==> src/rtl/muldiv_pkg.sv <==
// Shared encodings for the multi-cycle multiply/divide unit.
// Optional feature macro: MULDIV_SIGNED_EN (two's-complement operation).
package muldiv_pkg;

   typedef enum logic [1:0] {
      OP_MUL_LO = 2'b00,
      OP_MUL_HI = 2'b01,
      OP_DIV_Q  = 2'b10,
      OP_DIV_R  = 2'b11
   } op_e;

   typedef enum logic [1:0] {
      ST_IDLE = 2'b00,
      ST_RUN  = 2'b01,
      ST_DONE = 2'b10
   } state_e;

   localparam int FLAG_W  = 3;
   localparam int FLAG_Z  = 2;
   localparam int FLAG_N  = 1;
   localparam int FLAG_DZ = 0;

endpackage

==> src/rtl/muldiv_shift_core.sv <==
// Radix-2 datapath: 2*WIDTH accumulator stepping either shift-add multiply
// or restoring divide, one iteration per asserted step.
module muldiv_shift_core
   import muldiv_pkg::*;
#(
   parameter int WIDTH = 16
) (
   input  logic                 i_clk,
   input  logic                 i_rst_n,
   input  logic                 i_load,
   input  logic                 i_step,
   input  logic                 i_div_mode,
   input  logic [WIDTH-1:0]     i_a,
   input  logic [WIDTH-1:0]     i_b,
   output logic [2*WIDTH-1:0]   o_acc_nxt
);

   logic [2*WIDTH-1:0] r_acc;
   logic [WIDTH-1:0]   r_b;
   logic [WIDTH:0]     w_sum;
   logic [WIDTH:0]     w_rem_sh;
   logic [WIDTH:0]     w_diff;
   logic [2*WIDTH-1:0] w_step;

   // One iteration: multiply adds into the upper half then shifts right;
   // divide shifts the partial remainder left and restores on borrow.
   always_comb begin
      w_sum    = {1'b0, r_acc[2*WIDTH-1:WIDTH]} + {1'b0, r_b};
      w_rem_sh = r_acc[2*WIDTH-1:WIDTH-1];
      w_diff   = w_rem_sh - {1'b0, r_b};
      w_step   = r_acc;
      if (i_div_mode) begin
         if (w_diff[WIDTH] == 1'b0) begin
            w_step = {w_diff[WIDTH-1:0], r_acc[WIDTH-2:0], 1'b1};
         end else begin
            w_step = {w_rem_sh[WIDTH-1:0], r_acc[WIDTH-2:0], 1'b0};
         end
      end else begin
         if (r_acc[0]) begin
            w_step = {w_sum, r_acc[WIDTH-1:1]};
         end else begin
            w_step = {1'b0, r_acc[2*WIDTH-1:1]};
         end
      end
   end

   assign o_acc_nxt = w_step;

   // Accumulator and operand register.
   always_ff @(posedge i_clk or negedge i_rst_n) begin
      if (!i_rst_n) begin
         r_acc <= {(2*WIDTH){1'b0}};
         r_b   <= {WIDTH{1'b0}};
      end else if (i_load) begin
         r_acc <= {{WIDTH{1'b0}}, i_a};
         r_b   <= i_b;
      end else if (i_step) begin
         r_acc <= w_step;
      end else begin
         r_acc <= r_acc;
      end
   end

endmodule

==> src/rtl/muldiv_unit.sv <==
// Multi-cycle multiply/divide unit with Start/Busy/Done handshake.
// Define MULDIV_SIGNED_EN to honour i_signed (two's-complement operation).
module muldiv_unit
   import muldiv_pkg::*;
#(
   parameter int WIDTH = 16
) (
   input  logic               i_clk,
   input  logic               i_rst_n,
   input  logic               i_start,
   input  logic [1:0]         i_op,
   input  logic               i_signed,
   input  logic [WIDTH-1:0]   i_a,
   input  logic [WIDTH-1:0]   i_b,
   output logic               o_busy,
   output logic               o_done,
   output logic [WIDTH-1:0]   o_result,
   output logic [FLAG_W-1:0]  o_flags
);

   localparam int            CW   = $clog2(WIDTH + 1);
   localparam logic [CW-1:0] LAST = CW'(WIDTH - 1);

   state_e              r_state;
   state_e              w_state_nxt;
   logic [CW-1:0]       r_count;
   op_e                 r_op;
   logic                r_busy;
   logic                r_done;
   logic [WIDTH-1:0]    r_result;
   logic [FLAG_W-1:0]   r_flags;

   logic                w_accept;
   logic                w_dz;
   logic                w_last;
   logic [WIDTH-1:0]    w_a_mag;
   logic [WIDTH-1:0]    w_b_mag;
   logic [2*WIDTH-1:0]  w_acc_nxt;
   logic [2*WIDTH-1:0]  w_prod;
   logic [WIDTH-1:0]    w_quo;
   logic [WIDTH-1:0]    w_rem;
   logic [WIDTH-1:0]    w_res;
   logic [WIDTH-1:0]    w_res_dz;

   function automatic logic [FLAG_W-1:0] make_flags(input logic [WIDTH-1:0] res,
                                                    input logic dz);
      logic [FLAG_W-1:0] f;
      f          = {FLAG_W{1'b0}};
      f[FLAG_Z]  = (res == {WIDTH{1'b0}});
      f[FLAG_N]  = res[WIDTH-1];
      f[FLAG_DZ] = dz;
      return f;
   endfunction

   assign w_accept = i_start && (r_state != ST_RUN);
   assign w_dz     = w_accept && i_op[1] && (i_b == {WIDTH{1'b0}});
   assign w_last   = (r_count == LAST);
   assign w_res_dz = i_op[0] ? i_a : {WIDTH{1'b1}};

`ifdef MULDIV_SIGNED_EN
   logic w_sa;
   logic w_sb;
   logic r_neg_p;
   logic r_neg_r;

   assign w_sa    = i_signed & i_a[WIDTH-1];
   assign w_sb    = i_signed & i_b[WIDTH-1];
   assign w_a_mag = w_sa ? -i_a : i_a;
   assign w_b_mag = w_sb ? -i_b : i_b;

   // Result signs captured with the operands; applied as the result is written.
   always_ff @(posedge i_clk or negedge i_rst_n) begin
      if (!i_rst_n) begin
         r_neg_p <= 1'b0;
         r_neg_r <= 1'b0;
      end else if (w_accept) begin
         r_neg_p <= w_sa ^ w_sb;
         r_neg_r <= w_sa;
      end else begin
         r_neg_p <= r_neg_p;
         r_neg_r <= r_neg_r;
      end
   end

   assign w_prod = r_neg_p ? -w_acc_nxt : w_acc_nxt;
   assign w_quo  = r_neg_p ? -w_acc_nxt[WIDTH-1:0] : w_acc_nxt[WIDTH-1:0];
   assign w_rem  = r_neg_r ? -w_acc_nxt[2*WIDTH-1:WIDTH] : w_acc_nxt[2*WIDTH-1:WIDTH];
`else
   logic w_unused_signed;

   assign w_unused_signed = i_signed;
   assign w_a_mag         = i_a;
   assign w_b_mag         = i_b;
   assign w_prod          = w_acc_nxt;
   assign w_quo           = w_acc_nxt[WIDTH-1:0];
   assign w_rem           = w_acc_nxt[2*WIDTH-1:WIDTH];
`endif

   muldiv_shift_core #(
      .WIDTH (WIDTH)
   ) u_core (
      .i_clk      (i_clk),
      .i_rst_n    (i_rst_n),
      .i_load     (w_accept && !w_dz),
      .i_step     (r_state == ST_RUN),
      .i_div_mode (r_op[1]),
      .i_a        (w_a_mag),
      .i_b        (w_b_mag),
      .o_acc_nxt  (w_acc_nxt)
   );

   // Result selection from the value the final iteration produces.
   always_comb begin
      w_res = {WIDTH{1'b0}};
      case (r_op)
         OP_MUL_LO: w_res = w_prod[WIDTH-1:0];
         OP_MUL_HI: w_res = w_prod[2*WIDTH-1:WIDTH];
         OP_DIV_Q:  w_res = w_quo;
         OP_DIV_R:  w_res = w_rem;
         default:   w_res = {WIDTH{1'b0}};
      endcase
   end

   // Next-state logic; a divide by zero skips the iteration phase.
   always_comb begin
      w_state_nxt = r_state;
      case (r_state)
         ST_IDLE, ST_DONE: begin
            if (i_start) begin
               if (w_dz) begin
                  w_state_nxt = ST_DONE;
               end else begin
                  w_state_nxt = ST_RUN;
               end
            end else begin
               w_state_nxt = ST_IDLE;
            end
         end
         ST_RUN: begin
            if (w_last) begin
               w_state_nxt = ST_DONE;
            end else begin
               w_state_nxt = ST_RUN;
            end
         end
         default: w_state_nxt = ST_IDLE;
      endcase
   end

   // State, counter, handshake outputs and result/flag registers.
   always_ff @(posedge i_clk or negedge i_rst_n) begin
      if (!i_rst_n) begin
         r_state  <= ST_IDLE;
         r_count  <= {CW{1'b0}};
         r_op     <= OP_MUL_LO;
         r_busy   <= 1'b0;
         r_done   <= 1'b0;
         r_result <= {WIDTH{1'b0}};
         r_flags  <= {FLAG_W{1'b0}};
      end else begin
         r_state <= w_state_nxt;
         r_busy  <= (w_state_nxt == ST_RUN);
         r_done  <= (w_state_nxt == ST_DONE);
         if (w_accept) begin
            r_count <= {CW{1'b0}};
            r_op    <= op_e'(i_op);
         end else if (r_state == ST_RUN) begin
            r_count <= r_count + CW'(1);
         end else begin
            r_count <= r_count;
         end
         if (w_dz) begin
            r_result <= w_res_dz;
            r_flags  <= make_flags(w_res_dz, 1'b1);
         end else if ((r_state == ST_RUN) && w_last) begin
            r_result <= w_res;
            r_flags  <= make_flags(w_res, 1'b0);
         end else begin
            r_result <= r_result;
            r_flags  <= r_flags;
         end
      end
   end

   assign o_busy   = r_busy;
   assign o_done   = r_done;
   assign o_result = r_result;
   assign o_flags  = r_flags;

endmodule

==> config.mk <==
export PLATFORM = sky130hd
export DESIGN_NAME = muldiv_unit
export DESIGN_NICKNAME = d
export VERILOG_FILES = /design/src/rtl/muldiv_pkg.sv /design/src/rtl/muldiv_shift_core.sv /design/src/rtl/muldiv_unit.sv
export SDC_FILE = /design/constraint.sdc
export NUM_CORES = 1
export LEC_CHECK = 0
export CAP_MARGIN = 20
export CORE_ASPECT_RATIO = 1.75
export CORE_MARGIN = 2
export CORE_UTILIZATION = 40
export DETAILED_ROUTE_END_ITERATION = 8
export GPL_ROUTABILITY_DRIVEN = 0
export PLACE_DENSITY = 0.56
export SYNTH_ARGS = -nofsm -noshare
export SYNTH_HDL_FRONTEND = slang
export SYNTH_SLANG_ARGS = --single-unit
==> constraint.sdc <==
create_clock -name i_clk -period 3.7 [get_ports i_clk]
set_clock_uncertainty 0.1 [all_clocks]
set_input_delay 0.555 -clock i_clk [delete_from_list [all_inputs] [get_ports i_clk]]
set_output_delay 0.555 -clock i_clk [all_outputs]
set_load 0.005 [all_outputs]
Word-level counts from Yosys, hierarchy flattened
Index checks and enable logic that the tools add are counted.
{"block": "classes", "addsub": 3, "n_eq_ne": 9, "mux": 17, "n_reduce_logical": 17}
{"cell": "$mux 32", "n": 5}
{"cell": "$logic_not 16->1", "n": 3}
{"cell": "$mux 16", "n": 3}
{"cell": "$pmux 16 s2", "n": 1}
{"cell": "$add 16x16->17", "n": 1}
{"cell": "$sub 17x16->17", "n": 1}
{"cell": "$mux 5", "n": 2}
{"cell": "$eq 2x2->1 const B", "n": 4}
{"cell": "$eq 2x1->1 const B", "n": 3}
{"cell": "$mux 2", "n": 3}
{"cell": "$mux 3", "n": 2}
{"cell": "$reduce_bool 2->1", "n": 3}
{"cell": "$reduce_or 2->1", "n": 3}
{"cell": "$add 5x1->5 const B", "n": 1}
{"cell": "$eq 5x4->1 const B", "n": 1}
{"cell": "$logic_and 1x1->1", "n": 5}
{"cell": "$logic_not 2->1", "n": 2}
{"cell": "$pmux 2 s2", "n": 1}
{"cell": "$ne 2x1->1 const B", "n": 1}
{"cell": "$logic_not 1->1", "n": 1}
{"block": "word_totals", "regBits": 78, "output_inout_bits": 21, "wordCells": 55}

Longest topological paths before layout
{"block": "depth", "depth_word": 8, "depth_mapped": 16, "depth_no_buf": 14}

By module
A second synthesis with hierarchy kept.
{"block": "unflattened", "hier_cells": 691, "area_unflattened_um2": 6042.0}
{"mod": "muldiv_shift_core", "instances": 1, "cells_each": 503, "area_each_um2": 4291.6, "seq_area_each_um2": 1201.2}
{"mod": "muldiv_unit", "instances": 1, "cells_each": 188, "area_each_um2": 1750.4, "seq_area_each_um2": 725.7}

Worst setup path before layout
OpenSTA, ideal clock, no wires.
{"block": "synth_path", "kind": "register to register", "start": "register u_core.r_acc[16]", "end": "register r_flags[2], in the netlist o_flags[2]", "t_arrival_ns": 3.168, "t_required_ns": 3.534, "slack_ns": 0.366, "path_stages_with_launch": 13, "path_buffers": 0, "synth_period_minus_slack_ns": 3.334, "cell_sequence": "dfrtp_1 ha_1 fa_1 a21o_1 a221oi_2 o31a_2 o21ba_2 xnor2_1 mux2_2 mux4_2 a2111oi_2 nand4_1 nand2_1"}
{"block": "synth_via", "elab_chain_len": 7, "elab_cells_between_ends": 9}
{"element": "start, declared", "line": "muldiv_shift_core.sv:18", "rtl": "logic [2*WIDTH-1:0] r_acc;"}
{"element": "start signal, assigned", "line": "muldiv_shift_core.sv:52", "rtl": "r_acc <= {(2*WIDTH){1'b0}};"}
{"element": "start signal, assigned", "line": "muldiv_shift_core.sv:55", "rtl": "r_acc <= {{WIDTH{1'b0}}, i_a};"}
{"element": "start signal, assigned", "line": "muldiv_shift_core.sv:58", "rtl": "r_acc <= w_step;"}
{"element": "$sub 17x16->17 or $add 16x16->17 (tied branches)", "line": "muldiv_shift_core.sv:30, muldiv_shift_core.sv:28"}
{"element": "$mux 32, on equally long branches", "line": "muldiv_shift_core.sv:33, muldiv_shift_core.sv:39"}
{"element": "$mux 32 (*)", "line": "muldiv_shift_core.sv:32", "rtl": "if (i_div_mode) begin"}
{"element": "$pmux 16 s2 (*)", "line": "muldiv_unit.sv:115", "rtl": "case (r_op)"}
{"element": "$logic_not 16->1 (*)", "line": "muldiv_unit.sv:49", "rtl": "f[FLAG_Z] = (res == {WIDTH{1'b0}});"}
{"element": "$mux 3 (*)", "line": "muldiv_unit.sv:175", "rtl": "end else if ((r_state == ST_RUN) && w_last) begin"}
{"element": "$mux 3 (*)", "line": "muldiv_unit.sv:172", "rtl": "if (w_dz) begin"}
{"element": "end signal, assigned", "line": "muldiv_unit.sv:174", "rtl": "r_flags <= make_flags(w_res_dz, 1'b1);"}
{"element": "end signal, assigned", "line": "muldiv_unit.sv:177", "rtl": "r_flags <= make_flags(w_res, 1'b0);"}
{"element": "end signal, assigned", "line": "muldiv_unit.sv:180", "rtl": "r_flags <= r_flags;"}
{"element": "end, declared", "line": "muldiv_unit.sv:31", "rtl": "logic [FLAG_W-1:0] r_flags;"}
Every way passes the cells marked *; elsewhere a longest branch is shown, timed or not. The select of a mux whose other input is x is not followed.
A chain may end at the register's enable or synchronous reset.

Final worst setup path
{"block": "layout_path", "start": "register u_core.r_b[0]", "end": "register r_flags[2], in the netlist o_flags[2]"}
{"block": "layout_via", "elab_chain_len": 7, "elab_cells_between_ends": 9}
{"element": "start, declared", "line": "muldiv_shift_core.sv:19", "rtl": "logic [WIDTH-1:0] r_b;"}
{"element": "start signal, assigned", "line": "muldiv_shift_core.sv:53", "rtl": "r_b <= {WIDTH{1'b0}};"}
{"element": "start signal, assigned", "line": "muldiv_shift_core.sv:56", "rtl": "r_b <= i_b;"}
{"element": "$sub 17x16->17 or $add 16x16->17 (tied branches)", "line": "muldiv_shift_core.sv:30, muldiv_shift_core.sv:28"}
{"element": "$mux 32, on equally long branches", "line": "muldiv_shift_core.sv:33, muldiv_shift_core.sv:39"}
{"element": "$mux 32 (*)", "line": "muldiv_shift_core.sv:32"}
{"element": "$pmux 16 s2 (*)", "line": "muldiv_unit.sv:115"}
{"element": "$logic_not 16->1 (*)", "line": "muldiv_unit.sv:49"}
{"element": "$mux 3 (*)", "line": "muldiv_unit.sv:175"}
{"element": "$mux 3 (*)", "line": "muldiv_unit.sv:172"}
Marks and branches as above.

==> results_dict.tcl <==
set metrics [dict create \
    grt_max_degree 78 \
    syn-num-nets 803 \
    grt_pass1_vias 6030 \
    dp_hpwl_um 15000 \
    antenna_left 0 \
    crit_type "flip-flop to flip-flop" \
    setup_viol 0 \
    die_width_um 96.6 \
    std_cell_rows 59 \
    slew_viol_final 0 \
    wire_per_inst_um 19.4 \
    fin_crit_ns 3.64 \
    final_common_cell "nand2_1" \
    relSlewSlack_pct 44.8 \
    cp_max_fo 3 \
    synth-seq-cells 77 \
    final_cell_mix "nand2_1 (80), dfrtp_1 (75), buf_4 (69), o21ai_0 (68), a21oi_1 (59)" \
    cts-buffers-inserted 9 \
    cts_tree "built" \
    drv_cap 0 \
    synthArstFlopShare_pct 100 \
    regToRegStartpoint "u_core.r_b[0]" \
    r2r_cells 13 \
    end_kind "flip-flop" \
    cp.arrival_ns 3.82 \
    cp_data_required_time_ns 3.88 \
    htreeDepth 3 \
    routed_wirelength_um 19700 \
    grt_pass1_wl_um 31500 \
    crit_start "u_core.r_b[0]" \
    overflow 0 \
    hold_viol 0 \
    antenna_found_initial 0 \
    antenna_cells 0 \
    instances_no_fill 1013 \
    synth_flop_cell "dfrtp_1" \
    num_vias 6055 \
    synth.distinct_cells 68 \
    start_kind "flip-flop" \
    grt_setup_unrepaired "yes" \
    synth_edf_count 0 \
    io_pins 59 \
    portBuffers 57 \
    area_growth_syn_to_layout_pct 26.7 \
    dp.cells 994 \
    max_freq_ghz 0.274 \
    ys_seq_area_share_pct 32.1 \
    worst_pin_slew_ns 0.826 \
    drtIter0Drc 446 \
    cts-root-buf "clkbuf_16" \
    worstSkewPairLatency_ns 0.35 \
    cts_sinks 77 \
    drc_errors 0 \
    dr.pass1.iters 5 \
    r2r-end "o_flags[2]" \
    holdCritPathClass "primary input to async pin" \
    synth_top_area_share_pct 32.1 \
    layout_setup_ws_ns 0.0550 \
    syn_area_um2 6000 \
    tns_ns 0 \
    die_h_um 166 \
    synthTopCellsByArea "dfrtp_1 (32%), ha_1 (7.1%), o21ai_0 (6.2%)" \
    yosysWarnings 0 \
    pre_cts_slack_ns -0.135 \
    via_per_inst 5.98 \
    reg2reg_setup_slack_ns 0.06 \
    die_area_um2 16000 \
    clkSlewWorstSetupHoldPaths_ns 0.07 \
    clockBufferDepth 2 \
    syn_inst 729 \
    drive_gt1_share_pct 16.9 \
    min_period_over_period_pct 98.5 \
    core-area_um2 14800 \
    post-synth-top-area-cell "dfrtp_1" \
    start_util_pct 40.7 \
    final_nets 899 \
    avgSynthCellArea_um2 8.23 \
    crit_path_end "o_flags[2]" \
    grt_use_total_pct 24.4 \
    status "finished clean" \
]
-- registers in the layout, summed over array words and instances, names as in the netlist --
name	count
u_core.r_b	16
r_op	2
o_done	1
r_state	2
u_core.r_acc	32
r_count	5
o_result	15
o_flags	3
o_busy	1
-- cell usage after synthesis (7+ instances only) --
cell type	count
nand3_1	10
o21ai_0	74
mux2_2	12
a211oi_1	12
nand4_1	7
clkbuf_1	31
nor2b_1	13
a31oi_1	11
dfrtp_1	77
a21oi_1	60
nor3_1	18
a221o_1	15
o211ai_1	7
or3_1	7
o22ai_1	10
inv_1	36
nor2_1	57
nand2_1	81
nor4_1	9
xnor2_1	12
mux2i_1	19
ha_1	34
xor2_1	11
-- critical path, cell delays in order, from the launching register on --
cell and delay (ns):
dfrtp_2 0.46, ha_2 0.21, fa_1 0.43, a21o_1 0.23, a221oi_4 0.31, o31a_2 0.22, o21ba_2 0.15, xnor2_1 0.06
mux2_2 0.28, mux4_2 0.54, a2111oi_4 0.22, buf_4 0.17, nand4_1 0.10, nand2_1 0.09
-- how the worst min path moves through the flow --
stage	from	to	slack, ns	cells past startpoint
floorplan	i_rst_n	o_busy	0.16	0
global placement	r_count[3]	r_count[3]	0.36	1
detailed placement	o_result[7]	o_result[7]	0.37	2
CTS	i_rst_n	r_op[1]	0.33	1
global route	i_rst_n	r_count[4]	0.04	1
finish	i_rst_n	r_count[4]	0.01	1
-- final cells by class --
type / instances / area (um^2)
fillers: 1438 / 7160
multi-input cells: 573 / 3870
flip-flops and latches: 77 / 1930
repair buffers: 128 / 1140
clock buffers: 10 / 239
well taps: 183 / 229
inverters: 36 / 135
clock inverters: 6 / 67.6
-- cell families after synthesis --
group | after synthesis | synth area share (%)
AO/OA/AOI/OAI | 249 | 26.9
XOR/XNOR | 23 | 3.36
adder cells (fa/ha/maj) | 36 | 7.75
buffers and inverters | 79 | 5.46
flip-flops | 77 | 32.1
multiplexers | 33 | 6.17
AND/OR/NAND/NOR | 232 | 18.2
-- what timing repair did --
action	CTS	global route
gates resized for setup	12	22
hold buffers	0	0
setup endpoints to repair	2	6
setup buffers	0	2
pin swaps	4	19
-- per-layer routing --
layer / vias to the layer above / global-route usage, % / wire, um
met4: 0 / 10.5 / 805
met3: 50 / 2.90 / 602
li1: 2879 / - / -
met5: - / 0 / 0
met2: 199 / 45.2 / 10400
met1: 2927 / 27.9 / 7820
-- stage by stage --
step                      hold WS, ns  cell area, um^2  util, %
after CTS                       0.327             7480     50.7
final                          0.0118             7600     51.5
after detailed placement        0.371             7140     48.4
after floorplan                 0.159             6000        -
after global routing           0.0362             7600     51.5
after global placement          0.359             7140     48.4
Power is not shown: default switching activity piles up to over one toggle a cycle in this logic, so the estimate is an artifact.
